File: src/rtl/id_ex_operand_stage.sv
// id_ex_operand_stage: ID/EX pipeline register with write-back bypass, load-use
// hazard bubbling, stall/flush handling and a saturating bubble counter.
`default_nettype none

module id_ex_operand_stage #(
    parameter int CTRL_W = 8,
    parameter int CNT_W  = 16
) (
    input  logic              clk,
    input  logic              rst_n,
    input  logic              id_valid,
    input  logic [4:0]        id_rs,
    input  logic [4:0]        id_rt,
    input  logic [31:0]       rf_rdata1,
    input  logic [31:0]       rf_rdata2,
    input  logic [31:0]       id_imm,
    input  logic [4:0]        id_dst,
    input  logic              id_regwrite,
    input  logic              id_memread,
    input  logic [CTRL_W-1:0] id_ctrl,
    input  logic              wb_we,
    input  logic [4:0]        wb_reg,
    input  logic [31:0]       wb_data,
    input  logic              ex_stall,
    input  logic              flush,
    output logic              ex_valid,
    output logic [31:0]       ex_a,
    output logic [31:0]       ex_b,
    output logic [31:0]       ex_imm,
    output logic [4:0]        ex_rs,
    output logic [4:0]        ex_rt,
    output logic [4:0]        ex_dst,
    output logic              ex_regwrite,
    output logic              ex_memread,
    output logic [CTRL_W-1:0] ex_ctrl,
    output logic              id_stall,
    output logic [CNT_W-1:0]  bubble_cnt
);

    logic              valid_q,    valid_d;
    logic [31:0]       a_q,        a_d;
    logic [31:0]       b_q,        b_d;
    logic [31:0]       imm_q,      imm_d;
    logic [4:0]        rs_q,       rs_d;
    logic [4:0]        rt_q,       rt_d;
    logic [4:0]        dst_q,      dst_d;
    logic              regwrite_q, regwrite_d;
    logic              memread_q,  memread_d;
    logic [CTRL_W-1:0] ctrl_q,     ctrl_d;
    logic [CNT_W-1:0]  cnt_q,      cnt_d;

    logic        wb_hit;
    logic [31:0] byp1;
    logic [31:0] byp2;
    logic        hz;

    // Register-file writes land at the edge, so a same-cycle write-back must be
    // forwarded into the combinational read data. $0 is hardwired and never forwarded.
    assign wb_hit = wb_we && (wb_reg != 5'd0);
    assign byp1   = (wb_hit && (wb_reg == id_rs)) ? wb_data : rf_rdata1;
    assign byp2   = (wb_hit && (wb_reg == id_rt)) ? wb_data : rf_rdata2;

    assign hz = valid_q && memread_q && (dst_q != 5'd0) && id_valid &&
                ((dst_q == id_rs) || (dst_q == id_rt));

    assign id_stall = !flush && (ex_stall || hz);

    always_comb begin
        valid_d    = valid_q;
        a_d        = a_q;
        b_d        = b_q;
        imm_d      = imm_q;
        rs_d       = rs_q;
        rt_d       = rt_q;
        dst_d      = dst_q;
        regwrite_d = regwrite_q;
        memread_d  = memread_q;
        ctrl_d     = ctrl_q;
        cnt_d      = cnt_q;

        if (flush) begin
            valid_d    = 1'b0;
            regwrite_d = 1'b0;
            memread_d  = 1'b0;
        end else if (ex_stall) begin
            // A held entry would otherwise miss a write-back that retires while it waits.
            if (wb_hit && (wb_reg == rs_q)) a_d = wb_data;
            if (wb_hit && (wb_reg == rt_q)) b_d = wb_data;
        end else if (hz) begin
            valid_d    = 1'b0;
            regwrite_d = 1'b0;
            memread_d  = 1'b0;
            if (cnt_q != {CNT_W{1'b1}}) cnt_d = cnt_q + CNT_W'(1);
        end else begin
            valid_d    = id_valid;
            a_d        = byp1;
            b_d        = byp2;
            imm_d      = id_imm;
            rs_d       = id_rs;
            rt_d       = id_rt;
            dst_d      = id_dst;
            regwrite_d = id_valid && id_regwrite;
            memread_d  = id_valid && id_memread;
            ctrl_d     = id_ctrl;
        end
    end

    always_ff @(posedge clk or negedge rst_n) begin
        if (!rst_n) begin
            valid_q    <= 1'b0;
            a_q        <= '0;
            b_q        <= '0;
            imm_q      <= '0;
            rs_q       <= '0;
            rt_q       <= '0;
            dst_q      <= '0;
            regwrite_q <= 1'b0;
            memread_q  <= 1'b0;
            ctrl_q     <= '0;
            cnt_q      <= '0;
        end else begin
            valid_q    <= valid_d;
            a_q        <= a_d;
            b_q        <= b_d;
            imm_q      <= imm_d;
            rs_q       <= rs_d;
            rt_q       <= rt_d;
            dst_q      <= dst_d;
            regwrite_q <= regwrite_d;
            memread_q  <= memread_d;
            ctrl_q     <= ctrl_d;
            cnt_q      <= cnt_d;
        end
    end

    assign ex_valid    = valid_q;
    assign ex_a        = a_q;
    assign ex_b        = b_q;
    assign ex_imm      = imm_q;
    assign ex_rs       = rs_q;
    assign ex_rt       = rt_q;
    assign ex_dst      = dst_q;
    assign ex_regwrite = regwrite_q;
    assign ex_memread  = memread_q;
    assign ex_ctrl     = ctrl_q;
    assign bubble_cnt  = cnt_q;

endmodule

`default_nettype wire

File: config.mk
export PLATFORM = sky130hd
export DESIGN_NAME = id_ex_operand_stage
export DESIGN_NICKNAME = d
export VERILOG_FILES = /design/src/rtl/id_ex_operand_stage.sv
export SDC_FILE = /design/constraint.sdc
export NUM_CORES = 1
export LEC_CHECK = 0
export ABC_AREA = 0
export BUFFER_PORTS_ARGS = -buffer_cell sky130_fd_sc_hd__clkbuf_2
export CORE_MARGIN = 8
export CORE_UTILIZATION = 51
export DETAILED_ROUTE_END_ITERATION = 6
export PLACE_DENSITY = 0.84
export SYNTH_ARGS = -nofsm -noshare
export SYNTH_HDL_FRONTEND = slang
export SYNTH_SLANG_ARGS = --single-unit
export TNS_END_PERCENT = 1
File: constraint.sdc
create_clock -name clk -period 4 [get_ports clk]
set_clock_uncertainty 0.05 [all_clocks]
set_input_delay 0.6 -clock clk [delete_from_list [all_inputs] [get_ports clk]]
set_output_delay 0.6 -clock clk [all_outputs]
set_load 0.1 [all_outputs]
==> reports/metrics.csv <==
stage,metric,value,unit
floorplan,core-area,13100,sq um
floorplan,io_pins,303,
global_route,antenna_found_initial,0,
synth,synthArstFlopShare,100,%
clock_network,clk_path_buf_depth,2,
sta,drv_slew,0,
global_route,use_met3,8.57,%
detailed_routing,avgViaCountPerCell,5.29,
synth,ys.flop_type,dfrtp_1,
synth,synth_area_leader_cell,dfrtp_1,
pwr,p_sw_share,45.5,%
synth,ys_seq_elements,138,
clock_network,clock-sinks,138,
cells_and_area,synthToLayoutAreaGrowth,33.0,%
detailed_routing,drc,0,
detailed_routing,routedWlPerCell,21.3,um
global_route,grt_use_met2,39.9,%
synth,syn_inst,463,
setup_path,path_cells,"xnor2_1, nand3_1, o22ai_1, a21oi_1, nor2_1, clkbuf_2",
synth,syn_nets,628,
flow_run,drv_cap,0,
worst_hold_path,min_path_type,input port to asynchronous set/reset pin,
sta,fmax,343,MHz
pwr,power_leakage,4.69,nW
pwr,p_int,3.14,mW
floorplan,die_width,132,um
clock_network,numCtsBuffers,17,
clock_network,cts_resized,0,
cells_and_area,antenna_cells,0,
cells_and_area,post-route-util,69.0,%
synth,synth_commonest_cells,"dfrtp_1, mux2_2, mux2_4, xnor2_1, xor2_1",
global_route,gr-max-usage-layer,met2,
global_route,grt_util_met1,25.7,%
pwr,power.switching,2.62,mW
synth,yosysMostFrequentCell,dfrtp_1,
synth,yosysWarningCount,0,
clock_network,cts_tree,yes,
synth,syn_avg_cell_area,14.7,sq um
sta,worst_pin_slew,1.07,ns
clock_network,clk_latency,0.42,ns
status,status,"finished, final reports clean",
floorplan,die_area,17300,sq um
synth,synth_top_area_share,50.6,%
pwr,p_per_area,635,nW/um^2
setup_path,required,3.35,ns
setup_path,endpoint_kind,output port,
synth,ys_top_cells_by_area,"dfrtp_1, mux2_4, mux2_2",
setup_path,slowest_stage,clkbuf_2,
sta,min_period_over_period,72.9,%
global_route,grt_pass1_vias,5755,
detailed_routing,drt-pass1-iter-count,4,
synth,netlist_area,6820,sq um
pwr,comb_power_share,41.1,%
floorplan,die_h,132,um
floorplan,initial_utilization,51.9,%
sta,hold_violations,0,
clock_network,h-tree-depth,4,
setup_path,cpPeakStageDelay,0.47,ns
setup_path,critical_path_buf_inv_count,1,
placement,io_buffers,302,
setup_path,cp-start-kind,flop,
cells_and_area,nets,929,
global_route,overflow,0,
detailed_routing,num_vias,5043,
sta,max_slew_margin,28.3,%
detailed_routing,wl,20300,um
sta,setup_violations,0,
sta,rsz0062_at_grt,no,
clock_network,postCtsSetupBuffers,0,
setup_path,criticalPathCategory,flop to output port,
placement,dpl.hpwl,15400,um
clock_network,cts_hold_repair.buffers,0,
synth,seq_area_frac_synth,50.6,%
clock_network,cts_root_buf,clkbuf_16,
detailed_routing,postRouteAntennaNets,0,
global_route,grt_max_degree,97,
setup_path,cp_max_fo,5,
placement,routabilityCongestion,0.894,
global_route,grt_usage,23.2,%
global_route,grt_pass1_wl,32100,um
floorplan,rows,42,
pwr,power_frac_seq,30.1,%
detailed_routing,first_iter_violations,197,
setup_path,path_delay_family,compound AO/OA/AOI/OAI gates,
cells_and_area,drive_above_1_share,68.0,%
pwr,clkPwrFrac,28.8,%
pwr,peakVddDrop,0.379,mV
setup_path,critPathArrivalTime,2.26,ns
synth,synth_cell_type_count,29,
synth,synth-edff-count,0,
clock_network,clk_pin_slew_worst_paths,0.07,ns
sta,hold_slack,0.204,ns
sta,post-route-min-period,2.91,ns
sta,fin_setup_tns,0,ns
area by class of cell:
cell class                 count  area (sq um)
clock buffer                  20           467
clock inverter                12           163
fill                         942          4070
inverter                       4          15.0
multi-input combinational    296          3200
sequential                   138          3450
tap                          176           220
timing repair buffer         307          1560
metal layers:
layer / vias up / routed length [um]
met5: - / 0
met4: 0 / 450
met3: 35 / 1770
met2: 261 / 10400
met1: 2494 / 7680
li1: 2253 / -
state kept, by name, indices dropped and copies added (netlist names), 5 cells and up:
name,count
ex_rt,5
ex_imm,32
ex_ctrl,8
ex_rs,5
ex_dst,5
ex_a,32
ex_b,32
bubble_cnt,16
through the flow:
stage / instances / setup slack (ns) / cell area, sq um / power (mW)
after floorplan: 463 / 0.474 / 6820 / 3.67
after global placement: 921 / 1.02 / 8440 / 4.09
after detailed placement: 921 / 0.982 / 8440 / 4.13
after CTS: 953 / 1.08 / 9070 / 5.80
after global routing: 953 / 0.975 / 9070 / 5.93
final: 953 / 1.09 / 9070 / 5.76
placed cells by master, fill, tap and decap left out:
cell type	count
xnor2_1	23
nor4_1	4
a21oi_1	2
nand3_1	12
mux2_4	90
clkinvlp_4	2
dfrtp_1	138
and4_1	1
inv_1	4
inv_6	2
a22oi_1	1
nand2_1	7
or4_1	1
bufinv_16	3
mux2_2	94
nand4_1	3
clkbuf_2	301
clkbuf_8	3
a311oi_1	1
o22ai_1	1
ha_1	1
nor3_1	8
nor2b_1	1
nor2_4	2
and3_1	1
nand3b_1	1
buf_6	1
a41o_2	2
nor2_1	14
a211oi_4	1
xor2_1	22
clkinv_2	1
clkinv_4	4
buf_4	5
clkbuf_16	17
a32oi_1	2
o21a_1	1
path summary, 6_finish.rpt:
path,to,from,slack [ns],cells past startpoint
min in group clk,ex_ctrl[2],id_ctrl[2],0.36,2
min,ex_b[30],rst_n,0.20,1
max in group asynchronous,ex_b[3],rst_n,2.80,2
min reg2reg,ex_ctrl[2],ex_ctrl[2],0.45,1
max,id_stall,ex_dst[0],1.09,6
max reg2reg,bubble_cnt[5],bubble_cnt[0],1.44,6
power groups by stage:
stage | clock (mW) | sequential (mW) | combinational, mW
6_report | 1.66 | 1.74 | 2.37
5_1_grt | 1.74 | 1.76 | 2.44
4_1_cts | 1.68 | 1.74 | 2.39
3_5_place_dp | 0 | 1.76 | 2.38
3_3_place_gp | 0 | 1.74 | 2.35
2_1_floorplan | 0 | 3.24 | 0.433
logic make-up (layout without fill, tap and decap cells):
family                     after synthesis  count (layout)  share of synthesized area [%]
and+or+nand+nor                         55              55                           3.91
xor gates and xnor gates                45              45                           5.78
adders and majority gates                1               1                          0.183
DFF                                    138             138                           50.6
buffers and inverters                   29             343                           2.86
AOI/OAI and AO/OA                       11              11                           1.28
muxes                                  184             184                           35.3
Power figures use the tool's default switching activity.
